[config.mk]
export PLATFORM = sky130hd
export DESIGN_NAME = dma_apb_slave_bridge
export DESIGN_NICKNAME = d
export VERILOG_FILES = /design/src/rtl/dma_apb_slave_bridge.sv
export SDC_FILE = /design/constraint.sdc
export NUM_CORES = 1
export LEC_CHECK = 0
export BUFFER_PORTS_ARGS = -buffer_cell sky130_fd_sc_hd__buf_2
export CAP_MARGIN = 20
export CORE_MARGIN = 3
export CORE_UTILIZATION = 35
export CTS_BUF_LIST = sky130_fd_sc_hd__clkbuf_4
export DETAILED_ROUTE_END_ITERATION = 12
export PLACE_DENSITY = 0.9
export SLEW_MARGIN = 25
export SYNTH_ARGS = -nofsm -noshare
export SYNTH_HDL_FRONTEND = slang
export SYNTH_SLANG_ARGS = --single-unit
[constraint.sdc]
create_clock -name i_clk -period 1.62 [get_ports i_clk]
set_input_delay 0.324 -clock i_clk [delete_from_list [all_inputs] [get_ports i_clk]]
set_output_delay 0.324 -clock i_clk [all_outputs]
set_load 0.01 [all_outputs]
[src/rtl/dma_apb_slave_bridge.sv]
`default_nettype none
// ============================================================================
//  Module   : dma_apb_slave_bridge
//  Purpose  : APB3 slave bridging the DMA configuration port onto the DMA
//             register file, with programmable read wait states.
//  Options  : define DMA_APB_SLVERR_EN to flag misaligned/out-of-range
//             accesses with PSLVERR.
//  Revision : 1.0 - initial release
// ============================================================================
module dma_apb_slave_bridge #(
  parameter int DATA_W  = 32,
  parameter int ADDR_W  = 8,
  parameter int REG_NUM = 64,
  parameter int RD_LAT  = 1
) (
  input  logic                  i_clk,
  input  logic                  i_pnreset,
  input  logic                  i_psel,
  input  logic                  i_penable,
  input  logic [31:0]           i_paddr,
  input  logic                  i_pwrite,
  input  logic [DATA_W-1:0]     i_pwdata,
  output logic                  o_pready,
  output logic                  o_pslverr,
  output logic [DATA_W-1:0]     o_prdata,
  output logic [ADDR_W-1:0]     o_addr,
  output logic                  o_read_en,
  output logic                  o_write_en,
  output logic [DATA_W/8-1:0]   o_byte_strobe,
  output logic [DATA_W-1:0]     o_wdata,
  input  logic [DATA_W-1:0]     i_rdata
);

  localparam int c_BW = (DATA_W == 64) ? 3 : 2;

  typedef enum logic [1:0] {
    ST_IDLE = 2'd0,
    ST_WAIT = 2'd1,
    ST_RESP = 2'd2
  } state_t;

  state_t              r_state, w_state_nxt;
  logic [3:0]          r_cnt, w_cnt_nxt;
  logic                r_err, w_err_nxt;
  logic [DATA_W-1:0]   r_prdata, w_prdata_nxt;
  logic                w_setup, w_err, w_read_en, w_write_en;

`ifdef DMA_APB_SLVERR_EN
  logic [31:0] w_index;
  assign w_index = {{c_BW{1'b0}}, i_paddr[31:c_BW]};
  assign w_err   = (i_paddr[c_BW-1:0] != '0) | (w_index >= 32'(REG_NUM));
`else
  // Upper address bits alias onto the register space when errors are off.
  logic w_unused_paddr;
  assign w_unused_paddr = ^i_paddr[31:ADDR_W];
  assign w_err          = 1'b0;
`endif

  // Reset gating keeps strobes quiet while the register file is held in reset.
  assign w_setup = i_psel & ~i_penable & (r_state == ST_IDLE) & i_pnreset;

  always_ff @(posedge i_clk or negedge i_pnreset) begin
    if (!i_pnreset) begin
      r_state  <= ST_IDLE;
      r_cnt    <= '0;
      r_err    <= 1'b0;
      r_prdata <= '0;
    end else begin
      r_state  <= w_state_nxt;
      r_cnt    <= w_cnt_nxt;
      r_err    <= w_err_nxt;
      r_prdata <= w_prdata_nxt;
    end
  end

  always_comb begin
    w_state_nxt  = r_state;
    w_cnt_nxt    = r_cnt;
    w_err_nxt    = r_err;
    w_prdata_nxt = r_prdata;
    w_read_en    = 1'b0;
    w_write_en   = 1'b0;
    case (r_state)
      ST_IDLE: begin
        if (w_setup) begin
          if (i_pwrite) begin
            w_write_en  = ~w_err;
            w_err_nxt   = w_err;
            w_state_nxt = ST_RESP;
          end else if (w_err) begin
            w_err_nxt    = 1'b1;
            w_prdata_nxt = '0;
            w_state_nxt  = ST_RESP;
          end else begin
            w_read_en   = 1'b1;
            w_err_nxt   = 1'b0;
            w_cnt_nxt   = 4'(RD_LAT);
            w_state_nxt = ST_WAIT;
          end
        end
      end
      ST_WAIT: begin
        // A dropped select abandons the transfer before any data capture.
        if (!i_psel) begin
          w_state_nxt = ST_IDLE;
        end else begin
          w_cnt_nxt = r_cnt - 4'd1;
          if (r_cnt == 4'd1) begin
            w_prdata_nxt = i_rdata;
            w_state_nxt  = ST_RESP;
          end
        end
      end
      ST_RESP: w_state_nxt = ST_IDLE;
      default: w_state_nxt = ST_IDLE;
    endcase
  end

  assign o_pready      = (r_state == ST_RESP);
  assign o_pslverr     = (r_state == ST_RESP) & r_err;
  assign o_prdata      = r_prdata;
  assign o_addr        = i_paddr[ADDR_W-1:0];
  assign o_read_en     = w_read_en;
  assign o_write_en    = w_write_en;
  assign o_byte_strobe = '1;
  assign o_wdata       = i_pwdata;

endmodule
`default_nettype wire
==> out/summary.md, run 1 <==
• **maximum number of pins on one net before global-route repair** 23
• **critical path launch point type** flop
• **number of cells traversed by the worst register-to-register path** 6
• **via count normalized by instance count** 4.51
• **number of I/O port buffers** 71
• **synthesized area per cell** 13.5 µm²
• **number of register bits inferred by synthesis** 38
• **worst hold-check path type** in2reg
• **Core Rows** 27
• **core footprint** 5540 µm²
• **ratio of total power to cell area** 1610 nW/µm²
• **top fanout value on the critical path** 5
• **total of endpoints with negative setup slack in the final report** 0
• **share of post-route cells with drive strength above 1** 0.684
• **final standard cell area without fillers** 2350 µm²
• **number of diodes** 0
• **Post-DP Area** 2160 µm²
• **distinct cell type count of the synthesized netlist** 27
• **RePlAce Congestion** 0.679
• **proportion of synthesized chip area in sequential cells** 0.470
• **result of the run** finished, final reports clean
• **Max-slew headroom** 0.667
• **global-route wire length before repair** 5.64 mm
• **Achievable Freq** 617 MHz
• **required time of the worst setup path** 1.30 ns
• **vias in the first global route** 1179
• **number of top-level pins** 181
• **Longest Clk Path Bufs** 2
• **Die Outline Area** 6720 µm²
• **end point of the critical path** o_read_en
• **first-pass iteration count of the detailed router** 3
• **total number of vias** 1209
• **GRT Total Usage** 0.112
• **final total negative setup slack** 0 ns
• **TritonCTS Sinks** 38
• **reg2reg setup slack** 0.0002 ns
• **Initial DRC Count** 53
• **crit path from** r_state[1]
• **setup clock skew after layout** 0.0143 ns
• **total global routing overflow** 0
• **worst r2r dst** o_prdata[10]
• **Final Net Count** 298
• **CTS clk-pin slew, worst paths** 0.12 ns
• **Peak VDD IR** 0.000614 V
• **number of buffers added by the clock tree synthesis step** 5
• **YS warnings** 0
• **hold slack final** 0.210 ns
• **DP HPWL** 2.87 mm
• **Cell Area, Synth** 2020 µm²
• **instance count of the mapped netlist** 150
• **critical path data arrival time** 1.30 ns
• **Clk Latency, worst-skew pair** 0.33 ns
• **RSZ-0062 raised after global routing** true
• **DRC violation count after routing** 0
• **count of antenna-violating nets left after detailed routing** 0
• **Filler Cells Inserted** 523
• **antenna violations before repair** 0
• **number of pins exceeding their max-slew limit in the final report** 0
• **number of hold violations in the final report** 0
• **final wirelength** 3.96 mm
• **horizontal die dimension** 82.0 µm
• **kind of capture point of the worst setup path** output port
• **leakage component of the power** 1.30 nW
• **initial core utilization** 0.365
• **Root Driver** clkbuf_4
• **transition time at the pin with the least slew margin** 0.494 ns
• **critical register-to-register path startpoint** r_cnt[1]
• **CTS tree** yes
• **overall die height** 82.0 µm
• **number of max-cap violations** 0
• **H-tree depth** 2
• **layout-stage area growth over the synthesis result** 16.0%
• **ratio of final minimum period to clock period** 1.00
• **final routed wire length divided by cell count** 14.8 µm
• **Period minus WS final** 1.62 ns
• **worst setup path class** reg2out
[flip-flops by register name (all words and copies together) (netlist names)]
register / flops
o_prdata: 32
r_cnt: 4
r_state: 2
[cell type report]
class | instances | area [µm²] | area share
clock buffer | 6 | 45.0 | 0.0192
multi-input combinational | 63 | 738 | 0.315
inverter | 3 | 11.3 | 0.00480
tap | 72 | 90.1 | 0.0384
sequential | 38 | 955 | 0.407
timing repair buffer | 84 | 498 | 0.212
clock inverter | 2 | 8.76 | 0.00373
[worst max-delay path, cell delays in order, from the launching register on]
cell,delay (ns)
dfrtp_2,0.48
nor4_4,0.30
buf_2,0.18
[power breakdown]
part | switching [W] | internal [W]
combinational | 0.000630 | 0.000994
sequential | 0.000280 | 0.00138
clock | 0.000301 | 0.000180
[worst min path at each step]
stage          slack, ns     endpoint  cells past startpoint       start
3_5_place_dp        0.34   r_state[1]                      2   i_pnreset
3_3_place_gp        0.34   r_state[1]                      2   i_pnreset
6_report            0.21  o_prdata[0]                      2  i_rdata[0]
5_1_grt             0.19  o_prdata[9]                      2  i_rdata[9]
4_1_cts             0.19  o_prdata[9]                      2  i_rdata[9]
2_1_floorplan       0.03  o_prdata[0]                      0   i_pnreset
[cells in the mapped netlist, drive strengths merged]
cell	number	area (µm²)
inv	3	11.3
o21ai	2	10.0
nor3	1	5.00
nor2b	1	6.26
nand3	1	17.5
o2bb2ai	1	8.76
mux2	33	480
dfrtp	38	951
and2	1	6.26
nand4bb	1	11.3
a22o	2	18.8
buf	49	377
nor3b	3	27.5
nor4	1	6.26
nor2	2	7.51
a22oi	2	15.0
conb	2	7.51
o21bai	1	7.51
ha	2	25.0
nand3b	1	7.51
nand2	2	7.51
and2b	1	7.51
[layout by cell type, fill, tap and decap left out, types with 3 or more instances in the layout]
cell type	instances
buf_2	71
buf_4	9
clkbuf_4	6
conb_1	5
dfrtp_1	35
dfrtp_2	3
mux2_2	4
mux2_4	29
[what timing repair did]
action                                  in CTS  in global routing
resized for setup                            5                  7
endpoints found under the setup margin      30                 34
pin swaps                                    0                  2
cloned                                       0                  1
setup buffers                                2                  4
hold buffers                                 1                  0
endpoints found under the hold margin       33                  0
[kinds of logic (layout without fill, tap and decap cells)]
| logic type | Yosys count | after routing | synth area share |
|---|---|---|---|
| and+or+nand+nor | 15 | 15 | 0.0545 |
| muxes | 33 | 33 | 0.238 |
| other | 2 | 5 | 0.00371 |
| DFF | 38 | 38 | 0.470 |
| adders and majority gates | 2 | 2 | 0.0124 |
| AOI/OAI and AO/OA | 8 | 8 | 0.0297 |
| buffers and inverters | 52 | 95 | 0.192 |
[per-layer routing]
| metal | routed length, µm | share of wire | track usage |
|---|---|---|---|
| met4 | 142 | 0.036 | 0.0598 |
| met3 | 340 | 0.086 | 0.0417 |
| met5 | 0 | 0 | 0 |
| met2 | 1980 | 0.50 | 0.189 |
| met1 | 1500 | 0.38 | 0.122 |
[stage by stage]
stage / setup slack, ns / util / total power, W / std cells
floorplan: 0.0983 / - / 0.00269 / 153
finish: 0.000168 / 0.423 / 0.00377 / 268
detailed placement: 0.00241 / 0.391 / 0.00319 / 252
CTS: 0.00381 / 0.409 / 0.00374 / 263
global placement: 0.0301 / 0.391 / 0.00312 / 252
global route: -0.0758 / 0.423 / 0.00402 / 268
Note: power is estimated with default switching activity, not from simulation.
==> run 2, diff against run 1 <==
--- a/config.mk
+++ b/config.mk
@@ -10,8 +10,10 @@
 export CORE_MARGIN = 3
 export CORE_UTILIZATION = 35
 export CTS_BUF_LIST = sky130_fd_sc_hd__clkbuf_4
+export CTS_CLUSTER_SIZE = 16
 export DETAILED_ROUTE_END_ITERATION = 12
 export PLACE_DENSITY = 0.9
+export REMOVE_ABC_BUFFERS = 1
 export SLEW_MARGIN = 25
 export SYNTH_ARGS = -nofsm -noshare
 export SYNTH_HDL_FRONTEND = slang
==> run 2 against run 1 <==
Setup slack improved by 0.011 ns; critical path type is now reg2reg; total power fell by 0.49%; clock skew fell by 0.0056 ns; global-route usage rose by 5.8 points; first-iteration DRC count rose by 19%; die area did not move; fmax rose by 0.70%.
==> out/summary.md, run 2 (synthesized netlist as in run 1, its figures left out) <==
• **core footprint** 5540 µm², unchanged
• **Largest register FFs** 32, unchanged
• **Clk Latency, worst-skew pair** 0.33 ns, about the same
• **total number of vias** 1216, was 1209
• **initial core utilization** 0.365, unchanged
• **number of pins exceeding their max-slew limit in the final report** 0, unchanged
• **top fanout value on the critical path** 20, was 5
• **RSZ-0062 raised after global routing** true, unchanged
• **delay-heaviest family, CP** flip-flops, unchanged
• **kind of capture point of the worst setup path** flop, was output port
• **first-pass iteration count of the detailed router** 4, was 3
• **DP HPWL** 4.73 mm, was 2.87 mm
• **horizontal die dimension** 82.0 µm, unchanged
• **number of I/O port buffers** 71, unchanged
• **Critical-path top delay cell** dfrtp_1, was dfrtp_2
• **final routed wire length divided by cell count** 21.4 µm, was 14.8 µm
• **leading cell types in the layout, fill and taps excluded** buf_2 (71), dfrtp_1 (36), mux2_4 (29), buf_4 (7), clkbuf_4 (6), was buf_2 (71), dfrtp_1 (35), mux2_4 (29), buf_4 (9), clkbuf_4 (6)
• **TritonCTS Sinks** 38, unchanged
• **overall die height** 82.0 µm, unchanged
• **most common cell after layout, fill and taps aside** buf_2, unchanged
• **highest metal layer used by the detailed router** met4, unchanged
• **detailed-route wire length on metal 1** 1.78 mm, was 1.50 mm
• **critical path data arrival time** 1.83 ns, was 1.30 ns
• **Inst Count DP** 253, was 252
• **critical path launch point type** flop, unchanged
• **GRT Total Usage** 0.170, was 0.112
• **via count normalized by instance count** 4.59, was 4.51
• **DR WL met2** 2.46 mm, was 1.98 mm
• **Detail Route met3 WL** 1.37 mm, was 340 µm
• **final standard cell area without fillers** 2280 µm², was 2350 µm²
• **ratio of final minimum period to clock period** 0.993, was 1.00
• **final wirelength** 5.68 mm, was 3.96 mm
• **number of hold violations in the final report** 0, unchanged
• **Die Outline Area** 6720 µm², unchanged
• **layout-stage area growth over the synthesis result** 13.0%, was 16.0%
• **Worst path depth** 6, was 2
• **Post-DP Area** 2170 µm², was 2160 µm²
• **required time of the worst setup path** 1.84 ns, was 1.30 ns
• **non-filler cells, final** 265, was 268
• **total global routing overflow** 0, unchanged
• **cells along the critical path** inv_2, ha_1, nor3b_4, nand3_4, buf_12, mux2_4, was nor4_4, buf_2
• **count of antenna-violating nets left after detailed routing** 0, unchanged
• **number of top-level pins** 181, unchanged
• **number of max-cap violations** 0, unchanged
• **Final Net Count** 295, was 298
• **ratio of total power to cell area** 1640 nW/µm², was 1610 nW/µm²
• **number of cells traversed by the worst register-to-register path** 6, unchanged
• **global-route wire length before repair** 7.83 mm, was 5.64 mm
• **Achievable Freq** 622 MHz, was 617 MHz
• **Period minus WS final** 1.61 ns, was 1.62 ns
• **number of buffers added by the clock tree synthesis step** 5, unchanged
• **RePlAce Congestion** 0.780, was 0.679
• **CTS clk-pin slew, worst paths** 0.11 ns, was 0.12 ns
• **H-tree depth** 2, unchanged
• **Peak VDD IR** 0.000684 V, was 0.000614 V
• **Longest Clk Path Bufs** 2, unchanged
• **setup clock skew after layout** 0.00869 ns, was 0.0143 ns
• **CTS tree** yes, unchanged
• **leakage component of the power** 1.27 nW, was 1.30 nW
• **worst setup path class** reg2reg, was reg2out
• **antenna violations before repair** 0, unchanged
• **result of the run** finished, final reports clean, unchanged
• **worst hold-check path type** in2async, was in2reg
• **highest cell delay on the worst timing path** 0.41 ns, was 0.48 ns
• **Root Driver** clkbuf_4, unchanged
• **number of buffer and inverter instances along the worst setup path** 2, was 1
• **maximum number of pins on one net before global-route repair** 26, was 23
• **number of diodes** 0, unchanged
• **Core Rows** 27, unchanged
• **final total negative setup slack** 0 ns, unchanged
• **total of endpoints with negative setup slack in the final report** 0, unchanged
• **Initial DRC Count** 63, was 53
• **share of post-route cells with drive strength above 1** 0.663, was 0.684
• **vias in the first global route** 1250, was 1179
• **DRC violation count after routing** 0, unchanged
## run 2: power breakdown
| group | total [W] | internal (W) | leakage, nW | switching [W] |
|---|---|---|---|---|
| clock network | 0.000479 | 0.000180 | 0.0331 | 0.000298 |
| registers | 0.00165 | 0.00138 | 0.480 | 0.000269 |
| logic | 0.00162 | 0.000997 | 0.757 | 0.000624 |
| total | 0.00375 | 0.00256 | 1.27 | 0.00119 |
## run 2: worst paths after layout
check | startpoint | to | slack [ns]
max | r_cnt[1] | o_prdata[12] | 0.01
min | i_pnreset | o_prdata[28] | 0.02
max reg2reg | r_cnt[1] | o_prdata[12] | 0.01
min reg2reg | o_prdata[6] | o_prdata[6] | 0.52
max in group asynchronous | i_pnreset | r_state[0] | 0.90
min in group i_clk | i_rdata[23] | o_prdata[23] | 0.21
## run 2: worst register-to-register path, cell delays in order, from the launching register on
cell	delay [ns]
dfrtp_1	0.41
inv_2	0.06
ha_1	0.14
nor3b_4	0.24
nand3_4	0.14
buf_12	0.19
mux2_4	0.32
## run 2: per-layer routing
metal	global-route usage	vias up
met5	0.0417	-
met4	0.0465	0
met3	0.178	7
met2	0.255	104
met1	0.154	566
li1	-	539
## run 2: timing repair
item                       in CTS  in global routing
setup endpoints to repair      34                 34
buffers inserted                2                  1
resized for setup               4                  3
hold buffers                    1                  0
pin swaps                       0                  1
hold endpoints to repair       13                  0
## run 2: cell type report
| type | count | area, µm² |
|---|---|---|
| Clock inverter | 2 | 8.76 |
| Tap cell | 72 | 90.1 |
| Multi-Input combinational cell | 63 | 718 |
| Sequential cell | 38 | 953 |
| Inverter | 3 | 11.3 |
| Clock buffer | 6 | 45.0 |
| Fill cell | 543 | 3260 |
| Timing Repair Buffer | 81 | 458 |
## run 2: metrics by stage
step                 util  worst slack [ns]  total power (W)  hold WS [ns]
floorplan               -            -0.173          0.00257        0.0284
global placement    0.392            0.0220          0.00315         0.126
detailed placement  0.392           0.00405          0.00321         0.131
CTS                 0.409            0.0102          0.00379       0.00521
global route        0.412           -0.0390          0.00401        0.0366
finish              0.412            0.0114          0.00375        0.0151
